## config.mk

```make
export PLATFORM = sky130hd
export DESIGN_NAME = disparity_packer
export DESIGN_NICKNAME = d
export VERILOG_FILES = /design/src/rtl/disparity_packer.sv
export SDC_FILE = /design/constraint.sdc
export NUM_CORES = 1
export LEC_CHECK = 0
export ABC_AREA = 1
export BUFFER_PORTS_ARGS = -buffer_cell sky130_fd_sc_hd__buf_2
export CAP_MARGIN = 5
export CORE_MARGIN = 3
export CORE_UTILIZATION = 60
export CTS_CLUSTER_DIAMETER = 60
export CTS_CLUSTER_SIZE = 20
export DETAILED_ROUTE_END_ITERATION = 12
export GPL_TIMING_DRIVEN = 1
export PLACE_DENSITY = 0.78
export REMOVE_ABC_BUFFERS = 1
export SLEW_MARGIN = 15
export SYNTH_ARGS = -nofsm -noshare
export SYNTH_HDL_FRONTEND = slang
export SYNTH_SLANG_ARGS = --single-unit
```

## constraint.sdc

```tcl
create_clock -name pxclk -period 4.7 [get_ports pxclk]
set_input_delay 0.47 -clock pxclk [delete_from_list [all_inputs] [get_ports pxclk]]
set_output_delay 0.47 -clock pxclk [all_outputs]
set_load 0.01 [all_outputs]
```

## src/rtl/disparity_packer.sv

```systemverilog
// disparity_packer
//   Packs the per-pixel disparity stream from the stereo census/Hamming core into
//   WORD_W-bit words, LSB-first. Words are buffered in a FIFO_DEPTH-entry FIFO and
//   presented with a valid/ready handshake. At each line end (falling edge of 'line')
//   a partial word is flushed with its unused upper bits zero.
//
// Ports
//   pxclk       in   pixel clock, all logic on rising edge
//   reset       in   synchronous active-low reset
//   disparity   in   DISP_W-bit disparity sample
//   valid       in   sample qualifier
//   line        in   camera line-active signal
//   word        out  FIFO head word (0 when empty)
//   wordValid   out  FIFO non-empty
//   wordReady   in   consumer accepts head when wordValid && wordReady
//   lineDone    out  one-cycle pulse the cycle after a line falling edge
//   overflow    out  sticky, set when a word was dropped on a full FIFO
//   droppedCnt  out  (DISP_PACK_STATS_EN only) saturating dropped-word count
//   wordCnt     out  (DISP_PACK_STATS_EN only) wrapping popped-word count
//
// Build option
//   DISP_PACK_STATS_EN : adds droppedCnt/wordCnt statistics ports and counters.
module disparity_packer #(
    parameter int unsigned DISP_W     = 2,
    parameter int unsigned WORD_W     = 16,
    parameter int unsigned FIFO_DEPTH = 8
) (
    input  logic              pxclk,
    input  logic              reset,
    input  logic [DISP_W-1:0] disparity,
    input  logic              valid,
    input  logic              line,
    output logic [WORD_W-1:0] word,
    output logic              wordValid,
    input  logic              wordReady,
    output logic              lineDone,
    output logic              overflow
`ifdef DISP_PACK_STATS_EN
    ,
    output logic [15:0]       droppedCnt,
    output logic [15:0]       wordCnt
`endif
);

    localparam int unsigned PER_WORD = WORD_W / DISP_W;
    localparam int unsigned SLOT_W   = (PER_WORD > 1) ? $clog2(PER_WORD) : 1;
    localparam int unsigned PTR_W    = (FIFO_DEPTH > 1) ? $clog2(FIFO_DEPTH) : 1;
    localparam int unsigned CNT_W    = PTR_W + 1;

    localparam logic [SLOT_W-1:0] LastSlot = SLOT_W'(PER_WORD - 1);
    localparam logic [CNT_W-1:0]  DepthC   = CNT_W'(FIFO_DEPTH);

    // Packing state
    logic [SLOT_W-1:0] slot_q, slot_d;
    logic [WORD_W-1:0] part_q, part_d;
    logic              line_q;
    logic              line_done_q;
    logic              overflow_q, overflow_d;

    // FIFO state
    logic [WORD_W-1:0] mem_q [FIFO_DEPTH];
    logic [PTR_W-1:0]  wr_ptr_q, wr_ptr_d;
    logic [PTR_W-1:0]  rd_ptr_q, rd_ptr_d;
    logic [CNT_W-1:0]  count_q, count_d;

    logic [WORD_W-1:0] packed_word;
    logic              complete;
    logic              fall;
    logic              push;
    logic              push_ok;
    logic              pop;
    logic              drop;

    always_comb begin
        // Current partial word with this cycle's sample merged into its slot.
        packed_word = part_q;
        if (valid) begin
            for (int i = 0; i < int'(PER_WORD); i++) begin
                if (slot_q == SLOT_W'(i)) begin
                    packed_word[i*DISP_W +: DISP_W] = disparity;
                end
            end
        end

        complete = valid && (slot_q == LastSlot);
        fall     = line_q && !line;
        // A completing sample already pushes; otherwise flush only if something is held.
        push     = complete || (fall && (valid || (slot_q != '0)));

        slot_d = slot_q;
        part_d = part_q;
        if (push) begin
            slot_d = '0;
            part_d = '0;
        end else if (valid) begin
            slot_d = slot_q + SLOT_W'(1);
            part_d = packed_word;
        end

        pop     = (count_q != '0) && wordReady;
        // A pop in the same cycle frees the slot, so full + push + pop loses nothing.
        push_ok = push && ((count_q != DepthC) || pop);
        drop    = push && !push_ok;

        wr_ptr_d = push_ok ? wr_ptr_q + PTR_W'(1) : wr_ptr_q;
        rd_ptr_d = pop ? rd_ptr_q + PTR_W'(1) : rd_ptr_q;

        count_d = count_q;
        if (push_ok && !pop) begin
            count_d = count_q + CNT_W'(1);
        end else if (!push_ok && pop) begin
            count_d = count_q - CNT_W'(1);
        end

        overflow_d = overflow_q || drop;
    end

    always_ff @(posedge pxclk) begin
        if (!reset) begin
            slot_q      <= '0;
            part_q      <= '0;
            line_q      <= 1'b0;
            line_done_q <= 1'b0;
            overflow_q  <= 1'b0;
            wr_ptr_q    <= '0;
            rd_ptr_q    <= '0;
            count_q     <= '0;
        end else begin
            slot_q      <= slot_d;
            part_q      <= part_d;
            line_q      <= line;
            line_done_q <= fall;
            overflow_q  <= overflow_d;
            wr_ptr_q    <= wr_ptr_d;
            rd_ptr_q    <= rd_ptr_d;
            count_q     <= count_d;
        end
    end

    // Storage needs no reset: contents are only visible while count_q != 0.
    always_ff @(posedge pxclk) begin
        if (reset && push_ok) begin
            mem_q[wr_ptr_q] <= packed_word;
        end
    end

    assign wordValid = (count_q != '0);
    assign word      = wordValid ? mem_q[rd_ptr_q] : '0;
    assign lineDone  = line_done_q;
    assign overflow  = overflow_q;

`ifdef DISP_PACK_STATS_EN
    logic [15:0] dropped_cnt_q, dropped_cnt_d;
    logic [15:0] word_cnt_q, word_cnt_d;

    always_comb begin
        dropped_cnt_d = dropped_cnt_q;
        if (drop && (dropped_cnt_q != 16'hFFFF)) begin
            dropped_cnt_d = dropped_cnt_q + 16'd1;
        end
        word_cnt_d = pop ? word_cnt_q + 16'd1 : word_cnt_q;
    end

    always_ff @(posedge pxclk) begin
        if (!reset) begin
            dropped_cnt_q <= '0;
            word_cnt_q    <= '0;
        end else begin
            dropped_cnt_q <= dropped_cnt_d;
            word_cnt_q    <= word_cnt_d;
        end
    end

    assign droppedCnt = dropped_cnt_q;
    assign wordCnt    = word_cnt_q;
`endif

endmodule

```

==> results of run 1 <==
-- per-stage QoR --
stage               utilization, %  cell area (um2)
floorplan                        -             6649
finish                       69.31             7612
global route                 69.31             7612
global placement             63.90             7018
CTS                          69.31             7612
detailed placement           63.90             7018
-- worst register-to-register path: stages, from the launching register on --
cell and delay, ns:
sky130_fd_sc_hd__dfxtp_1 0.39, sky130_fd_sc_hd__ha_1 0.21, sky130_fd_sc_hd__ha_1 0.17, sky130_fd_sc_hd__nand2_2 0.08, sky130_fd_sc_hd__nand2_1 0.13, sky130_fd_sc_hd__nand3_1 0.13
sky130_fd_sc_hd__or2_4 0.28, sky130_fd_sc_hd__nor2_2 0.81
-- placed cells by master, fill, tap and decap left out, types with 3 or more instances in the layout --
cell,synthesis,routed
sky130_fd_sc_hd__buf_4,2,9
sky130_fd_sc_hd__inv_4,0,3
sky130_fd_sc_hd__buf_2,6,25
sky130_fd_sc_hd__clkinv_4,0,4
sky130_fd_sc_hd__nand3_1,33,33
sky130_fd_sc_hd__o21ai_0,41,41
sky130_fd_sc_hd__nor2_2,4,4
sky130_fd_sc_hd__nand2_2,3,3
sky130_fd_sc_hd__inv_1,49,49
sky130_fd_sc_hd__xor2_1,3,3
sky130_fd_sc_hd__clkbuf_16,0,19
sky130_fd_sc_hd__dfxtp_1,35,34
sky130_fd_sc_hd__clkbuf_8,0,4
sky130_fd_sc_hd__nor2_1,200,200
sky130_fd_sc_hd__o21ai_1,42,42
sky130_fd_sc_hd__edfxtp_1,128,128
sky130_fd_sc_hd__nand2_1,68,68
sky130_fd_sc_hd__a21oi_1,9,9
sky130_fd_sc_hd__ha_1,11,11
-- final timing paths --
kind	startpoint	endpoint	slack [ns]	depth (start not counted)
worst max-delay path	flop	word[2]	1.61	6
worst min-delay path	line	line_q	0.25	3
worst max register to register	slot_q[0]	mem_q[4][1]	2.12	7
worst min register to register	line_q	lineDone	0.46	2
-- final cells by class --
| class | count | area, um2 |
|---|---|---|
| Tap cell | 140 | 175.2 |
| Sequential cell | 163 | 4546 |
| Clock buffer | 23 | 530.5 |
| Inverter | 50 | 187.7 |
| Timing Repair Buffer | 34 | 192.7 |
| Multi-Input combinational cell | 422 | 1917 |
| Clock inverter | 9 | 63.81 |
| Fill cell | 791 | 3371 |
-- cells by family after synthesis --
family / synth area share [%]
and+or+nand+nor: 18.27
buffers and inverters: 5.387
DFF: 66.54
adders and majority gates: 2.309
AOI/OAI and AO/OA: 6.852
xor gates and xnor gates: 0.6414
-- state kept, by name (all words and copies together), names as in the netlist, named ones only --
name      flops
count_q       4
lineDone      1
line_q        1
mem_q       128
overflow      1
part_q       16
rd_ptr_q      3
slot_q        3
wr_ptr_q      3
-- power groups by stage --
| stage | Clock [uW] | Sequential [uW] | Combinational (uW) |
|---|---|---|---|
| 6_report | 1350 | 1670 | 933 |
| 4_1_cts | 1350 | 1670 | 942 |
| 3_5_place_dp | 0 | 1700 | 934 |
| 3_3_place_gp | 0 | 1690 | 908 |
| 2_1_floorplan | 0 | 1710 | 596 |
| 5_1_grt | 1420 | 1680 | 1060 |
-- routing by layer --
layer / GRT usage [%] / routed length, um / vias up
met3: 5.606 / 944 / 38
met5: 0 / 0 / -
met2: 38.31 / 7088 / 200
met4: 11.06 / 367 / 0
met1: 29.90 / 5811 / 2173
li1: - / - / 2252
==> summary.txt, run 1 <==
Area grow syn2layout = 11.47%
GRT Util Overall = 23.52%
Delay contributed by the slowest stage of the critical path = 0.84 ns
Max-cap viol count = 0
Final setup vio count = 0
Antenna violations before repair = 0
Result of the run = finished, final reports clean
CP Launch Type = flop
Classification of the worst-slack hold path = in -> reg
Clock H-tree levels = 4
Part of the total power dissipated in sequential elements = 42.2%
Post-synthesis sequential element count = 163
Buffer count from post-CTS setup fixing = 0
Setup CP Type = reg -> out
Max-slew headroom at the worst pin = 29.28%
Fraction of power consumed by combinational cells = 23.6%
CTS tree = built
Number of synthesis warnings = 0
Share of synthesized area occupied by flip-flops and latches = 66.54%
Part of the total power dissipated in the clock network = 34.1%
# resized after CTS = 0
Portion of synthesized cell area occupied by the leading cell type = 56.28%
Post-Route Skew = 0.008773 ns
Library cell with the highest instance count after synthesis = sky130_fd_sc_hd__nor2_1
Worst endpoint required time = 4.23 ns
Worst hold slack = 0.2516 ns
Vias after detailed routing = 4663
Sum of buffers and inverters on the critical path = 2
Final weighted congestion of routability-driven global placement = 0.8413
Number of nets in the finished design = 707
Gate Count Post-Synth = 663
Fin Setup TNS = 0 ns
Post-synth EDFFs = 128
Number of non-filler instances in the completed layout = 841
Most frequent cell on the critical path = sky130_fd_sc_hd__nor2_1
Total power draw = 3948 uW
Fraction of synthesis flops using an asynchronous set or reset pin = 0%
Ratio of routed vias to standard cells = 5.545
Most used standard cells in the synthesized netlist = 200 x sky130_fd_sc_hd__nor2_1, 128 x sky130_fd_sc_hd__edfxtp_1, 68 x sky130_fd_sc_hd__nand2_1
Cells after DPL = 809
Clock buffer count from CTS = 17
TritonRoute pass-1 iters = 5
Pin count of the biggest net entering global routing = 65
Post-detailed-route count of antenna-violating nets = 0
Placement Rows = 38
Top flip-flop cell by instance count after synthesis = sky130_fd_sc_hd__edfxtp_1
Biggest area contributors in the synthesized netlist = sky130_fd_sc_hd__edfxtp_1 56%, sky130_fd_sc_hd__nor2_1 11%, sky130_fd_sc_hd__dfxtp_1 10%, sky130_fd_sc_hd__nand2_1 3.7%, sky130_fd_sc_hd__o21ai_1 3.1%
Final worst-path cycle share = 65.79%
Max Root-Sink Buffers = 2
I/O pin total = 26
Number of I/O port buffers = 25
DRC marker count from the first detailed-route iteration = 405
Clock period minus final worst setup slack = 3.092 ns
Average size of a mapped cell = 10.30 um2
Area inside the core boundary = 10980 um2
Synth cell types = 26
Maximum ir drop on the vdd rail = 0.3364 mV
Vias in the first global route = 4631
Pre-CTS WS = 2.049 ns
Transition time at the pin with the least slew margin = 1.060 ns
Die span in x = 112.7 um
CTS Sinks = 163
Skew-Pair Late Insertion Delay = 0.42 ns
Combined area of all synthesized cells = 6829 um2
Highest clock frequency the design can meet = 323.4 MHz
GRT overflow = 0
Net switching share of the total power = 31.07%
Die area = 12700 um2
Post-CTS Hold Fix Bufs = 0
Number of diodes = 0
Global-route wire length before repair = 23.01 mm
Share of cells above drive strength 1 = 10.98%
DR WL/cell = 16.90 um
Critical path capture point type = primary output
Root buffer cell = sky130_fd_sc_hd__clkbuf_16
DRC errors left = 0
Effective utilization at floorplan = 62.18%
Data arrival at the endpoint of the critical path = 2.62 ns
Routed WL = 14.21 mm
Static leakage power = 0.003098 uW
Critical path peak fanout = 64
Estimated wirelength of the detail-placed design = 8.273 mm
Critical Path, Cell by Cell = inv_2, o21ai_0, nand2_1, nor2_1, nor2_1, buf_2
Reg clk slew, reported paths = 0.06 ns
Number of pins exceeding their max-slew limit in the final report = 0
Die height = 112.7 um
Kind of cell adding the most delay to the critical path = flip-flops
Setup repair after global routing missed its margin = no
Number of hold violations in the final report = 0
Net switching component of the power = 1227 uW
Power Internal = 2722 uW
PwrDens = 518.7 nW/um2
Final WS setup = 1.608 ns
Yosys top cell by area = sky130_fd_sc_hd__edfxtp_1
CP max-delay cell = sky130_fd_sc_hd__dfxtp_2
Note: power is estimated with default switching activity, not from simulation.
==> run 2: changes to the inputs <==
CORE_UTILIZATION = 55   (was 60)
PLACE_DENSITY = 0.75   (was 0.78)
clock period = 2.6 ns   (was 4.7 ns; I/O delays follow)
==> run 2 against run 1 <==
Compared with the run above: non-clock buffer count is 9 higher; sequential share of layout area is 1.6 points lower; largest cell class unchanged; register-to-register slack worse by 1.9 ns; core utilization is 4.4 points lower; critical path depth is 9 higher; flip-flop and latch count stayed put; highest routed layer unchanged; clock power is 94% higher; combinational power is 94% higher; hold slack worse by 0.19 ns; critical endpoint is now count_q[3]; die area is 8.6% higher; sequential power is 77% higher; worst setup slack worse by 1.4 ns.
==> summary.txt, run 2 (synthesis gave the netlist of run 1 again) <==
Result of the run = finished, final reports clean
Post-detailed-route count of antenna-violating nets = 0 (unchanged)
GRT Util Overall = 21.31% (-2.2 points)
Most common library cell in the layout ignoring fill and taps = sky130_fd_sc_hd__nor2_1
Post-CTS Hold Fix Bufs = 0 (unchanged)
PwrDens = 945.3 nW/um2 (+82%)
Hold path depth = 3 (unchanged)
Worst hold slack = 0.05739 ns (-0.1942 ns)
Filler instances = 880 (+11%)
Area grow syn2layout = 14.58%
Final setup vio count = 0 (unchanged)
Vias in the first global route = 4487 (-3.1%)
Setup CP Type = reg -> reg
DR WL/cell = 16.29 um (-3.6%)
Maximum ir drop on the vdd rail = 0.7643 mV (+130%)
DRC marker count from the first detailed-route iteration = 373 (-7.9%)
Flip-flop count of the largest register after layout = 128 (unchanged)
Placement Rows = 40 (+5.3%)
Start point of the critical path = slot_q[0]
Root buffer cell = sky130_fd_sc_hd__clkbuf_16
Static leakage power = 0.003177 uW (+2.6%)
I/O pin total = 26 (unchanged)
CP Launch Type = flop
Setup repair after global routing missed its margin = no
Number of nets in the finished design = 716 (+1.3%)
Number of pins exceeding their max-slew limit in the final report = 0 (unchanged)
Number of diodes = 0 (unchanged)
Clock H-tree levels = 4 (unchanged)
Skew-Pair Late Insertion Delay = 0.42 ns (about the same)
Number of I/O port buffers = 25 (unchanged)
Post-Route Skew = 0.01062 ns (+0.001847 ns)
CTS tree = built
Ratio of routed vias to standard cells = 5.391 (-2.8%)
Number of hold violations in the final report = 0 (unchanged)
Area taken by multi-input logic gates = 1931 um2 (+0.72%)
Share of cells above drive strength 1 = 12.68% (+1.7 points)
Die height = 117.4 um (+4.2%)
Effective utilization at floorplan = 56.62% (-5.6 points)
Most flops, register = mem_q
Classification of the worst-slack hold path = in -> reg
Die area = 13790 um2 (+8.6%)
Max-slew headroom at the worst pin = 69.74% (+40 points)
Number of non-filler instances in the completed layout = 878 (+4.4%)
Global-route wire length before repair = 22.72 mm (-1.3%)
Hold Startpoint = line
Commonest non-fill, non-tap cells in the layout = 200 x sky130_fd_sc_hd__nor2_1, 128 x sky130_fd_sc_hd__edfxtp_1, 67 x sky130_fd_sc_hd__nand2_1, 48 x sky130_fd_sc_hd__inv_1, 42 x sky130_fd_sc_hd__o21ai_1
Pin count of the biggest net entering global routing = 43 (-34%)
R2r worst-path depth = 15 (+8)
Final weighted congestion of routability-driven global placement = 0.8374 (-0.46%)
Reg clk slew, reported paths = 0.06 ns (about the same)
Data arrival at the endpoint of the critical path = 2.73 ns (+0.11 ns)
GRT overflow = 0 (unchanged)
Cells after DPL = 846 (+4.6%)
Estimated wirelength of the detail-placed design = 8.611 mm (+4.1%)
Critical path peak fanout = 5 (-92%)
TritonRoute pass-1 iters = 6 (+1)
DRC errors left = 0 (unchanged)
Routed WL = 14.31 mm (+0.67%)
Vias after detailed routing = 4733 (+1.5%)
Highest clock frequency the design can meet = 413.9 MHz
Critical path capture point type = flop
Max-cap viol count = 0 (unchanged)
Total power draw = 7397 uW (+87%)
Area used by sequential logic in the layout = 4547 um2 (about the same)
Final worst-path cycle share = 92.92%
Area inside the core boundary = 12060 um2 (+9.8%)
Beginning of the worst register-to-register path = slot_q[0]
Clock period minus final worst setup slack = 2.416 ns
Worst endpoint required time = 2.92 ns (-1.31 ns)
Clock buffer count from CTS = 17 (unchanged)
CTS Sinks = 163 (unchanged)
Max Root-Sink Buffers = 2 (unchanged)
Die span in x = 117.4 um (+4.2%)
Registers with the most flip-flops = mem_q x128, part_q x16, count_q x4
Antenna violations before repair = 0 (unchanged)
Transition time at the pin with the least slew margin = 0.4492 ns (-0.6105 ns)
[run 2: cell count changes in the layout (fill, tap and decap cells not counted), moves of 2 or more]
cell	before	now
sky130_fd_sc_hd__clkinv_4	4	0
sky130_fd_sc_hd__buf_4	9	15
sky130_fd_sc_hd__clkbuf_16	19	21
sky130_fd_sc_hd__inv_4	3	1
sky130_fd_sc_hd__buf_12	0	3
sky130_fd_sc_hd__clkbuf_1	0	2
[run 2: critical path: stages, from the launching register on]
cell and delay [ns]:
sky130_fd_sc_hd__dfxtp_2 0.36, sky130_fd_sc_hd__ha_1 0.22, sky130_fd_sc_hd__ha_1 0.18, sky130_fd_sc_hd__nand2_2 0.09
sky130_fd_sc_hd__nand2_2 0.13, sky130_fd_sc_hd__nand3_2 0.12, sky130_fd_sc_hd__inv_2 0.09, sky130_fd_sc_hd__ha_2 0.21
sky130_fd_sc_hd__inv_1 0.10, sky130_fd_sc_hd__ha_1 0.34, sky130_fd_sc_hd__a21oi_2 0.17, sky130_fd_sc_hd__nand2_1 0.08
sky130_fd_sc_hd__nand2_1 0.07, sky130_fd_sc_hd__nand3_1 0.08, sky130_fd_sc_hd__nand2_1 0.06, sky130_fd_sc_hd__inv_1 0.03
[run 2: where the power goes]
part | leakage (uW) | total (uW) | switching, uW | internal (uW)
combinational | 0.00139 | 1810 | 1190 | 625
clock | 0.000324 | 2620 | 942 | 1680
sequential | 0.00147 | 2960 | 70.9 | 2890
total | 0.00318 | 7400 | 2200 | 5200
[run 2: final timing paths]
path | endpoint | slack, ns
max | count_q[3] | 0.18
min | line_q | 0.06
max reg2reg | count_q[3] | 0.18
min reg2reg | lineDone | 0.48
[run 2: repair_timing]
| item | in CTS | in global routing |
|---|---|---|
| resized for setup | 0 | 6 |
| setup buffers | 0 | 0 |
| setup endpoints to repair | 0 | 2 |
[run 2: cell type report]
cell class | count | area share (%)
multi-input combinational | 422 | 24.67
inverter | 50 | 2.398
clock inverter | 4 | 0.6396
timing repair buffer | 43 | 3.806
sequential | 163 | 58.11
tap | 168 | 2.686
clock buffer | 28 | 7.691
[run 2: per-layer routing]
layer	part of all wire [%]	routed length [um]	vias up	GRT usage [%]
li1	-	-	2269	-
met1	40	5741	2232	27.38
met2	49	7056	198	35.01
met3	8.2	1178	34	4.918
met4	2.3	330	0	9.091
met5	0	0	-	0
[run 2: metrics by stage]
stage | utilization (%) | cell area (um2) | worst slack [ns] | TNS (ns)
after detailed placement | 59.35 | 7158 | 0.07012 | 0
final | 64.88 | 7825 | 0.1841 | 0
after CTS | 64.75 | 7810 | 0.05203 | 0
after global routing | 64.88 | 7825 | 0.02394 | 0
after floorplan | - | 6649 | -0.1795 | -2.652
after global placement | 59.35 | 7158 | 0.2238 | 0
==> run 3: changes to the inputs <==
ABC_AREA = default   (was 1)
==> run 3 against run 2 <==
Compared with the run above: sequential power is essentially flat; clock power grew 4%; fmax grew 3.5%; critical path depth shrank 3; cell count shrank 35%; routed wire length shrank 17%; combinational power shrank 21%; sequential share of layout area grew 1.8 points; synthesized area shrank 4.4%; clock-buffer cell count shrank 8; die area shrank 4.2%; largest cell class unchanged.
==> summary.txt, run 3 <==
Biggest area contributors in the synthesized netlist = sky130_fd_sc_hd__edfxtp_1 59%, sky130_fd_sc_hd__mux4_2 11%, sky130_fd_sc_hd__dfxtp_1 11%, sky130_fd_sc_hd__mux2i_1 3.4%, sky130_fd_sc_hd__ha_1 2.1%
Delay contributed by the slowest stage of the critical path = 0.34 ns (-0.02 ns)
Share of synthesized area occupied by flip-flops and latches = 69.61% (+3.1 points)
Most flops, register = mem_q
Data arrival at the endpoint of the critical path = 2.68 ns (-0.05 ns)
Placement Rows = 39 (-2.5%)
Final weighted congestion of routability-driven global placement = 0.7294 (-13%)
PwrDens = 936.4 nW/um2 (-0.94%)
Gate Count Post-Synth = 368 (-44%)
Number of nets in the finished design = 433 (-40%)
Filler instances = 777 (-12%)
Critical path peak fanout = 4 (-1)
Skew-Pair Late Insertion Delay = 0.42 ns (about the same)
Final Core Density = 65.90% (+1.0 points)
Clock buffer count from CTS = 17 (unchanged)
Area inside the core boundary = 11520 um2 (-4.5%)
Placement Cell Area = 6903 um2 (-3.6%)
I/O pin total = 26 (unchanged)
Fraction of synthesis flops using an asynchronous set or reset pin = 0% (unchanged)
Result of the run = finished, final reports clean
CTS tree = built
Max Root-Sink Buffers = 2 (unchanged)
Power Internal = 5370 uW (+3.3%)
Maximum ir drop on the vdd rail = 0.6643 mV (-13%)
Fin Setup TNS = 0 ns (unchanged)
Hold Startpoint = line
Die span in x = 115.0 um (-2.1%)
Estimated wirelength of the detail-placed design = 6.878 mm (-20%)
CP max-delay cell = sky130_fd_sc_hd__dfxtp_2
Commonest non-fill, non-tap cells in the layout = 128 x sky130_fd_sc_hd__edfxtp_1, 33 x sky130_fd_sc_hd__dfxtp_1, 32 x sky130_fd_sc_hd__mux4_2, 25 x sky130_fd_sc_hd__buf_2, 24 x sky130_fd_sc_hd__nor2_1
Number of pins exceeding their max-slew limit in the final report = 0 (unchanged)
Post-synth EDFFs = 128 (unchanged)
Classification of the worst-slack hold path = in -> reg
Share of cells above drive strength 1 = 29.51% (+17 points)
Average size of a mapped cell = 17.74 um2 (+72%)
Pin count of the biggest net entering global routing = 33 (-23%)
DRC errors left = 0 (unchanged)
Top flip-flop cell by instance count after synthesis = sky130_fd_sc_hd__edfxtp_1
Synth cell types = 39 (+50%)
Number of synthesis warnings = 0 (unchanged)
Number of I/O port buffers = 25 (unchanged)
Clock H-tree levels = 4 (unchanged)
Worst endpoint required time = 2.94 ns (+0.02 ns)
Die area = 13210 um2 (-4.2%)
Portion of synthesized cell area occupied by the leading cell type = 58.87% (+2.6 points)
Root buffer cell = sky130_fd_sc_hd__clkbuf_16
Most used standard cells in the synthesized netlist = 128 x sky130_fd_sc_hd__edfxtp_1, 35 x sky130_fd_sc_hd__dfxtp_1, 32 x sky130_fd_sc_hd__mux4_2
Number of diodes = 0 (unchanged)
Final worst-path cycle share = 89.82% (-3.1 points)
Max-slew headroom at the worst pin = 67.11% (-2.6 points)
GRT Util Overall = 19.59% (-1.7 points)
TritonRoute pass-1 iters = 4 (-2)
Static leakage power = 0.002682 uW (-16%)
Number of hold violations in the final report = 0 (unchanged)
Most common library cell in the layout ignoring fill and taps = sky130_fd_sc_hd__edfxtp_1
Net switching share of the total power = 24.43% (-5.3 points)
Transition time at the pin with the least slew margin = 0.4933 ns (+0.04417 ns)
Post-detailed-route count of antenna-violating nets = 0 (unchanged)
Clock period minus final worst setup slack = 2.335 ns (-0.08068 ns)
Setup CP Type = reg -> reg
Vias after detailed routing = 3250 (-31%)
Yosys top cell by area = sky130_fd_sc_hd__edfxtp_1
Final setup vio count = 0 (unchanged)
Sum of buffers and inverters on the critical path = 2 (-1)
Endpoint of the most critical register-to-register path = count_q[3]
GRT overflow = 0 (unchanged)
Hold path depth = 2 (-1)
Critical Path, Cell by Cell = inv_1, ha_1, nand2b_1, a21oi_4, nor3_2, ha_1, inv_1, ha_4, a21oi_2, a211oi_1, a31oi_1, mux2i_1
Flip-flop count of the largest register after layout = 128 (unchanged)
Global-route wire length before repair = 18.49 mm (-19%)
Effective utilization at floorplan = 56.69% (+0.074 points)
WP depth = 12 (-3)
Ratio of routed vias to standard cells = 5.702 (+5.8%)
DR WL/cell = 20.89 um (+28%)
Library cell with the highest instance count after synthesis = sky130_fd_sc_hd__edfxtp_1
Registers with the most flip-flops = mem_q x128, part_q x16, count_q x4
CP Launch Type = flop
Beginning of the worst register-to-register path = slot_q[0]
Critical path capture point type = flop
R2r worst-path depth = 12 (-3)
Area grow syn2layout = 16.23%
WHS Endpoint = line_q
Highest clock frequency the design can meet = 428.2 MHz (+3.5%)
DRC marker count from the first detailed-route iteration = 239 (-36%)
Area used by sequential logic in the layout = 4547 um2 (unchanged)
Combined area of all synthesized cells = 6529 um2 (-4.4%)
Post-CTS Hold Fix Bufs = 0 (unchanged)
Number of non-filler instances in the completed layout = 570 (-35%)
Kind of cell adding the most delay to the critical path = adder cells
Routed WL = 11.91 mm (-17%)
Part of the total power dissipated in sequential elements = 41.4% (+1.4 points)
Minimum setup slack among reg-to-reg paths = 0.26 ns (+0.08 ns)
Post-synthesis sequential element count = 163 (unchanged)
Cells after DPL = 538 (-36%)
Reg clk slew, reported paths = 0.06 ns (about the same)
Setup repair after global routing missed its margin = no
Fraction of power consumed by combinational cells = 20.2% (-4.3 points)
CTS Sinks = 163 (unchanged)
Post-Route Skew = 0.007532 ns (-0.003088 ns)
Post-Layout Inst Area = 7589 um2 (-3.0%)
Net switching component of the power = 1736 uW (-21%)
Antenna violations before repair = 0 (unchanged)
Max-cap viol count = 0 (unchanged)
Vias in the first global route = 3335 (-26%)
Part of the total power dissipated in the clock network = 38.5% (+3.0 points)
Area taken by multi-input logic gates = 1913 um2 (-0.91%)
Die height = 115.0 um (-2.1%)
[run 3: cell count changes in the layout (fill, tap and decap cells not counted), moves of 7 or more]
cell	delta
sky130_fd_sc_hd__and2_1	+7
sky130_fd_sc_hd__mux2_2	+10
sky130_fd_sc_hd__nand2_1	-55
sky130_fd_sc_hd__a21oi_1	-8
sky130_fd_sc_hd__nand3_1	-26
sky130_fd_sc_hd__nor2b_1	+18
sky130_fd_sc_hd__o21ai_1	-42
sky130_fd_sc_hd__mux4_2	+32
sky130_fd_sc_hd__mux2i_1	+22
sky130_fd_sc_hd__inv_1	-44
sky130_fd_sc_hd__o21ai_0	-40
sky130_fd_sc_hd__nor2_1	-176
[run 3: what timing repair did]
action                                  4_1_cts  5_1_grt
endpoints found under the hold margin         0        0
gates resized for setup                       0        5
buffers inserted                              0        0
endpoints found under the setup margin        0        1
[run 3: how the worst max path moves through the flow]
stage	endpoint	slack [ns]	from
after floorplan	count_q[3]	-0.14	slot_q[0]
after global placement	count_q[3]	0.19	slot_q[0]
after detailed placement	count_q[3]	0.07	slot_q[0]
after CTS	count_q[3]	0.03	slot_q[0]
after global routing	count_q[3]	0.07	slot_q[1]
final	count_q[3]	0.26	slot_q[0]
[run 3: area by class of cell]
class | instances | area share [%]
Clock inverter | 12 | 2.753
Timing Repair Buffer | 43 | 3.594
Sequential cell | 163 | 59.92
Multi-Input combinational cell | 184 | 25.21
Tap cell | 143 | 2.358
Inverter | 5 | 0.2803
Clock buffer | 20 | 5.886
[run 3: cells by family (layout without fill, tap and decap cells)]
logic type | Yosys count | after routing | synth area share, %
buffers and inverters | 21 | 80 | 1.533
XOR/XNOR | 5 | 5 | 0.6707
flip-flops | 163 | 163 | 69.61
AND/OR/NAND/NOR | 88 | 88 | 7.551
multiplexers | 70 | 70 | 17.17
adder cells (fa/ha/maj) | 12 | 12 | 2.415
AO/OA/AOI/OAI | 9 | 9 | 1.054
[run 3: layer usage]
metal	vias up	part of all wire, %	routed length [um]	track usage, %
met3	16	5.0	599	4.368
met4	0	1.5	180	7.825
met2	76	51	6017	31.83
met5	-	0	0	0
met1	1654	43	5111	25.99
li1	1504	-	-	-
[run 3: metrics by stage]
step / power [uW] / hold slack [ns] / setup slack (ns)
2_1_floorplan: 3958 / 0.3510 / -0.1436
3_3_place_gp: 4399 / 0.4485 / 0.1933
3_5_place_dp: 4430 / 0.4659 / 0.06804
4_1_cts: 7157 / 0.05563 / 0.02939
5_1_grt: 7396 / 0.07023 / 0.07470
6_report: 7106 / 0.07008 / 0.2648
[run 3: power groups by stage]
stage / clock [uW] / combinational (uW) / sequential, uW
6_report: 2730 / 1430 / 2940
5_1_grt: 2880 / 1570 / 2950
4_1_cts: 2770 / 1450 / 2940
3_5_place_dp: 0 / 1440 / 2990
3_3_place_gp: 0 / 1410 / 2990
2_1_floorplan: 0 / 879 / 3080
